File: config.mk
export PLATFORM = sky130hd
export DESIGN_NAME = ballplayer_image_sequencer
export DESIGN_NICKNAME = d
export VERILOG_FILES = /design/src/rtl/ballplayer_image_sequencer.sv
export SDC_FILE = /design/constraint.sdc
export NUM_CORES = 1
export LEC_CHECK = 0
export CORE_MARGIN = 2
export CORE_UTILIZATION = 30
export CTS_CLUSTER_DIAMETER = 30
export CTS_CLUSTER_SIZE = 14
export DETAILED_ROUTE_END_ITERATION = 16
export GPL_ROUTABILITY_DRIVEN = 0
export HOLD_SLACK_MARGIN = 0.05
export PLACE_DENSITY = 0.57
export REMOVE_ABC_BUFFERS = 1
export SYNTH_ARGS = -nofsm -noshare
export SYNTH_HDL_FRONTEND = slang
export SYNTH_SLANG_ARGS = --single-unit
File: constraint.sdc
create_clock -name clk -period 5.7 [get_ports clk]
set_clock_uncertainty 0.1 [all_clocks]
set_input_delay 1.71 -clock clk [delete_from_list [all_inputs] [get_ports clk]]
set_output_delay 1.71 -clock clk [all_outputs]
set_load 0.02 [all_outputs]
File: src/rtl/ballplayer_image_sequencer.sv
// ballplayer_image_sequencer: slideshow scheduler for the 240x160 LCD renderer.
// Picks the image ID, issues one draw request per image over req/ack/done,
// then holds the image for a dwell time. It steps on dwell expiry, on the
// next/prev buttons, or after an abandoned (timed-out) draw.
module ballplayer_image_sequencer #(
  parameter int NUM_IMAGES     = 5,
  parameter int ID_W           = 3,
  parameter int DWELL_CYCLES   = 25000000,
  parameter int TIMEOUT_CYCLES = 4000000
) (
  input  logic            clk,
  input  logic            rst,
  input  logic            enable,
  input  logic            btn_next,
  input  logic            btn_prev,
  input  logic            pause_toggle,
  output logic            frame_req,
  input  logic            frame_ack,
  input  logic            frame_done,
  output logic [ID_W-1:0] image_id,
  output logic            display_active,
  output logic            paused,
  output logic            draw_error
);

  // One counter is shared by the draw timeout and the dwell timer. It never
  // holds more than max(DWELL_CYCLES, TIMEOUT_CYCLES) - 1.
  localparam int CNT_MAX = (DWELL_CYCLES > TIMEOUT_CYCLES) ? DWELL_CYCLES : TIMEOUT_CYCLES;
  localparam int CNT_W   = (CNT_MAX > 1) ? $clog2(CNT_MAX) : 1;

  localparam logic [CNT_W-1:0] DWELL_LAST   = CNT_W'(DWELL_CYCLES - 1);
  localparam logic [CNT_W-1:0] TIMEOUT_LAST = CNT_W'(TIMEOUT_CYCLES - 1);
  localparam logic [ID_W-1:0]  ID_LAST      = ID_W'(NUM_IMAGES - 1);

  typedef enum logic [2:0] {S_IDLE, S_REQ, S_DRAW, S_DWELL, S_STEP} state_t;
  typedef enum logic [1:0] {STEP_NONE, STEP_FWD, STEP_BACK} step_t;

  state_t           r_state;
  step_t            r_step;      // pending step in REQ/DRAW, step to apply in STEP
  logic [CNT_W-1:0] r_cnt;
  logic [ID_W-1:0]  r_image_id;
  logic             r_frame_req;
  logic             r_display_active;
  logic             r_paused;
  logic             r_draw_error;

  logic             w_btn_one;
  step_t            w_btn_step;
  step_t            w_pend_next;
  logic             w_pause_eff;
  logic [ID_W-1:0]  w_id_fwd;
  logic [ID_W-1:0]  w_id_back;
  logic [ID_W-1:0]  w_id_btn;
  logic [ID_W-1:0]  w_id_step;

  // NOTE: all decode below is continuous assigns with a value on every path,
  // so no storage can be inferred outside the clocked block.
  // A simultaneous next+prev cancels out and counts as no press.
  assign w_btn_one   = btn_next ^ btn_prev;
  assign w_btn_step  = btn_next ? STEP_FWD : STEP_BACK;
  // Pending step including a press in the current cycle (last press wins).
  assign w_pend_next = w_btn_one ? w_btn_step : r_step;
  // Pause as it will be after this edge, so a toggle on the expiry cycle holds.
  assign w_pause_eff = r_paused ^ pause_toggle;

  assign w_id_fwd  = (r_image_id == ID_LAST) ? '0 : r_image_id + ID_W'(1);
  assign w_id_back = (r_image_id == '0) ? ID_LAST : r_image_id - ID_W'(1);
  assign w_id_btn  = btn_next ? w_id_fwd : w_id_back;
  assign w_id_step = (r_step == STEP_FWD)  ? w_id_fwd  :
                     (r_step == STEP_BACK) ? w_id_back : r_image_id;

  // Sequencer FSM: state, counter, image ID and all registered outputs.
  // NOTE: non-blocking assignments throughout; where a branch assigns the same
  // register twice, the later assignment in that branch is the one that sticks.
  always_ff @(posedge clk) begin
    if (rst) begin
      r_state          <= S_IDLE;
      r_step           <= STEP_NONE;
      r_cnt            <= '0;
      r_image_id       <= '0;
      r_frame_req      <= 1'b0;
      r_display_active <= 1'b0;
      r_paused         <= 1'b0;
      r_draw_error     <= 1'b0;
    end else begin
      r_paused <= w_pause_eff;
      case (r_state)
        S_IDLE: begin
          if (w_btn_one) r_image_id <= w_id_btn;
          if (enable) begin
            r_state          <= S_REQ;
            r_frame_req      <= 1'b1;
            r_display_active <= 1'b1;
          end
        end
        S_REQ: begin
          if (w_btn_one) r_step <= w_btn_step;
          if (frame_ack) begin
            r_state     <= S_DRAW;
            r_frame_req <= 1'b0;
            r_cnt       <= '0;
          end else if (!enable) begin
            r_state          <= S_IDLE;
            r_step           <= STEP_NONE;
            r_frame_req      <= 1'b0;
            r_display_active <= 1'b0;
          end
        end
        S_DRAW: begin
          if (w_btn_one) r_step <= w_btn_step;
          if (frame_done) begin
            r_display_active <= 1'b0;
            r_cnt            <= '0;
            if (w_pend_next != STEP_NONE) r_state <= S_STEP;
            else if (!enable)             r_state <= S_IDLE;
            else                          r_state <= S_DWELL;
          end else if (r_cnt == TIMEOUT_LAST) begin
            r_draw_error     <= 1'b1;
            r_display_active <= 1'b0;
            r_cnt            <= '0;
            r_state          <= S_STEP;
            r_step           <= (w_pend_next == STEP_NONE) ? STEP_FWD : w_pend_next;
          end else begin
            r_cnt <= r_cnt + CNT_W'(1);
          end
        end
        S_DWELL: begin
          if (!enable) begin
            r_state <= S_IDLE;
            r_step  <= STEP_NONE;
          end else if (w_btn_one) begin
            r_state <= S_STEP;
            r_step  <= w_btn_step;
          end else if (!w_pause_eff) begin
            if (r_cnt == DWELL_LAST) begin
              r_state <= S_STEP;
              r_step  <= STEP_FWD;
            end else begin
              r_cnt <= r_cnt + CNT_W'(1);
            end
          end
        end
        S_STEP: begin
          r_image_id <= w_id_step;
          r_step     <= STEP_NONE;
          r_cnt      <= '0;
          if (enable) begin
            r_state          <= S_REQ;
            r_frame_req      <= 1'b1;
            r_display_active <= 1'b1;
          end else begin
            r_state <= S_IDLE;
          end
        end
        default: r_state <= S_IDLE;
      endcase
    end
  end

  assign frame_req      = r_frame_req;
  assign image_id       = r_image_id;
  assign display_active = r_display_active;
  assign paused         = r_paused;
  assign draw_error     = r_draw_error;

endmodule

== After elaboration in Yosys (flattened, before gate mapping) ==
Cells that the tools add are included.
Word-level totals
  register bits: 37
  input bits: 8
  output and inout bits: 7
  logic and storage cells: 102
Cells by class
  $add $sub $neg: 3
  equality and inequality tests: 24
  multiplexer cells: 48
  bitwise operators: 3
  reductions and logical operators: 16
Operators by type and width (count)
  $mux 25: 7
  $pmux 25 s4: 1
  $mux 3: 16
  $add 25x1->25 const B: 1
  $eq 25x22->1 const B: 1
  $eq 25x25->1 const B: 1
  $mux 2: 12
  $ne 2x2->1 const B: 9
  $pmux 3 s5: 1
  $reduce_and 3->1: 4
  $reduce_and 5->1: 2
  $ne 3x3->1 const B: 3
  $ne 4x4->1 const B: 2
  $pmux 2 s4: 1
  $mux 1: 7
  $eq 3x2->1 const B: 2
  $eq 3x3->1 const B: 2
  $logic_not 3->1: 2
  $pmux 3 s2: 1
  $reduce_and 6->1: 1
  $reduce_bool 2->1: 3
  $reduce_bool 4->1: 1
  $add 3x1->3 const B: 1
  $eq 3x1->1 const B: 1
  11 further kinds: 12

== Longest topological paths before layout ==
  depth in word-level cells: 7
  gate-level depth with buffers: 9
  mapped depth without buffers: 8

== Worst setup path before layout ==
Ideal clock, no wire load.
  path type: input -> register
  from: input port btn_next
  to: register r_cnt[15]
  library setup time: 115 ps
  data arrival time: 3051 ps
  required time: 5485 ps
  slack: 2435 ps
  stages on the path: 7
  path buffers: 0
  cell sequence: inv_1 -> ha_1 -> and3_1 -> o211ai_4 -> a2111oi_1 -> xnor2_1 -> nor2_1
On the way
  cells in the longest elaborated chain, start to end: 3
RTL lines
  start, declared: line 14  | input logic btn_next,
  $xor 1x1->1: line 59  | assign w_btn_one = btn_next ^ btn_prev;
  $ne 2x2->1 (no line)
  $reduce_and 6->1 (no line)
  end signal, assigned: line 124  | r_cnt <= r_cnt + CNT_W'(1);
  end signal, assigned: line 139  | r_cnt <= r_cnt + CNT_W'(1);
  end, declared: line 40  | logic [CNT_W-1:0] r_cnt;
No other way between the ends.
A chain may end at the register's enable or synchronous reset.

== Final worst setup path ==
Same ends and word-level chain as after synthesis.

==> metrics.txt <==
CP Cell Sequence=clkdlybuf4s50_1 > inv_1 > ha_1 > and3_1 > o211ai_4 > a2111oi_1 > xnor2_1 > nor2_1; row count=32; total gr overflow=0; Die Width=between 90 and 100 µm; DRT iter0 DRCs=77; H-tree depth=2; CTS clk-pin slew, worst paths=approximately 0.07 ns; routed vias/inst=approximately 5.2; Post-Syn Area=~2400 µm²; clock sink total=37; share of layout cells above drive strength 1=0.07904; post-placement setup slack=between 1.5 and 2 ns; first-pass detailed-route iteration total=4; cell family with most CP delay=compound AO/OA/AOI/OAI gates; DR vias=between 2000 and 2500; area delta synth->final=12.39%; final-layout fill cell count=803; largest cells by area after synthesis=dfxtp_1, xnor2_1, nor2_1; clk buf depth=2; Multi-input gate area=around 1500 µm²; Detailed Route WL=5191 µm; number of gates resized after CTS=0; GRT Total Usage=0.1306; # hold bufs at CTS=0; Max VDD drop=between 0.1 and 0.15 mV; Peak Freq=260.3 MHz; Netlist cell types=60; hpwl dp=3660 µm; Worst Path Buf+Inv=2; area share of the largest cell type after synthesis=0.3147; TritonCTS Buffers=5; Pwr Total=~0.00086 W; TritonCTS clock tree=built; IO buf count=14; WP data required=around 5.8 ns; Setup Viol. Count Final=0; outcome=finished, final reports clean; Ys Warns=0; io pins=15; antenna violations before repair=0; die height=92.57 µm; slowest stage delay, CP=0.55 ns; Top FF cell, synth=dfxtp_1; RSZ-0062 raised after global routing=false; FF-to-FF path depth=7; Synth Instances=approximately 280; register area=approximately 740 µm²; crit path DAT=slightly below 4 ns; DRC viols=0; hold path cells=2; core region area=roughly 7600 µm²; ANT cells=0; largest area contributor in the netlist=dfxtp_1; setup repair bufs after CTS=0; Final Cycle Share=0.6739; pwr dens=between 300 and 400 nW/µm²; sequential area share after synthesis=0.3147; Startpoint Class=input pin; antenna viol nets, final=0; Initial Util=0.3078; clk_lat worst skew=a little under 0.3 ns; syn_area_per_cell=approximately 8.3 µm²; CP max FO=24; Worst Setup End Kind=flop; critical setup path kind=input pin to flop; CP max-delay cell=a2111oi_1; final net count=306; crit path time final=3.841 ns; final hold violation count=0; HP Class=flop to flop; Static Leak=between 0.8 and 0.9 nW; Slew HR=0.4971; routed len/inst=13.21 µm; Max-Cap Viols=0; fin worst setup slack=between 1.5 and 2 ns; setup tns final=0 ns; measured slew at the worst slew-check pin=roughly 0.75 ns; first-pass GRT wire length=about 9000 µm; Synth async-reset ratio=0; vias in the first global route=1922; fin. max-slew vios=0; die area=8569 µm²; Critical Path Stages=8; Clock Tree Root=clkbuf_8; EDFF count, synth=0; largest net degree at the start of global routing=26; FF+latch count, synth=37
## final cells by class
| class | instances | area share |
|---|---|---|
| clock buffer | 7 | 0.03264 |
| clock inverter | 1 | 0.01135 |
| inverter | 17 | 0.02412 |
| multi-input combinational | 215 | 0.5506 |
| sequential | 37 | 0.2800 |
| tap | 102 | 0.04825 |
| timing repair buffer | 14 | 0.05298 |
## power by group
part	switching, W	total [W]	leakage [nW]	internal (W)
clock	0.0000923	0.000235	0.0585	0.000143
combinational	0.000179	0.000295	0.486	0.000116
sequential	0.0000429	0.000328	0.300	0.000285
total	0.000314	0.000858	0.845	0.000544
## flip-flops by register name, summed over array words and instances, names as in the netlist
signal and flops:
r_cnt 25, image_id 3, paused 1, draw_error 1
r_state 3, display_active 1, r_step 2, frame_req 1
## metrics by stage
step	hold WS, ns	util	area [µm²]	cells
global route	0.4336	0.3459	2645	393
finish	0.4053	0.3459	2645	393
CTS	0.4153	0.3459	2645	393
global placement	0.3795	0.3307	2529	385
floorplan	0.3740	-	2261	269
detailed placement	0.3916	0.3307	2529	385
## per-layer routing
layer / GRT usage / share of wire
met5: 0 / 0
met4: 0.04975 / 0.015
met3: 0.02441 / 0.047
met2: 0.2123 / 0.46
met1: 0.1715 / 0.48
## path summary, 6_finish.rpt
kind	from	endpoint	slack [ns]
setup reg to reg	r_cnt[0]	r_cnt[2]	3.07
setup / recovery	btn_next	r_cnt[15]	1.86
hold / removal	draw_error	draw_error	0.41
hold reg to reg	draw_error	draw_error	0.41
## tightest hold or removal path: stages, from the launching register on
cell	delay (ns)
dfxtp_1	0.34
a21oi_1	0.04
nor2_1	0.08
## cells in the final DEF (no fill, tap or decap), types with 2 or more instances in the layout
master            n
inv_1            17
and4_1            2
a31oi_1           3
a2111oi_2         3
clkbuf_8          6
nand2b_1          2
o21ai_0           4
a211oi_1         15
xnor2_1          22
a21oi_2           2
or2_1             2
and3_1            3
o211ai_1          2
or2_2             3
a221oi_1          2
a21o_1            2
nor4_1            3
mux2i_1           2
dfxtp_1          37
o22ai_1           2
nor4b_1           4
ha_1              8
a41o_1            2
nand2_1          19
a21oi_1          16
nand4_1           8
nor2b_1           3
nor3_1            7
nor2_1           37
nand3_1          10
clkdlybuf4s50_1  14
## cells in the mapped netlist, types with 3 or more instances
cell type,n
dfxtp_1,37
nor2_1,37
and3_1,3
nor3_1,7
a2111oi_2,3
nor4_1,3
a211oi_1,15
nand4_1,8
nor2b_1,3
xnor2_1,22
ha_1,8
buf_6,4
inv_1,17
a21oi_1,16
nand3_1,10
buf_2,5
o21ai_0,4
or2_2,3
nor4b_1,4
clkbuf_1,4
a31oi_1,3
nand2_1,19
## cells by family after synthesis
family | after synthesis | synth area share
xor gates and xnor gates | 22 | 0.08187
buffers and inverters | 31 | 0.06645
adders and majority gates | 8 | 0.04253
AOI/OAI and AO/OA | 70 | 0.2323
DFF | 37 | 0.3147
and+or+nand+nor | 112 | 0.2488
muxes | 3 | 0.01329
Power figures use the tool's default switching activity.
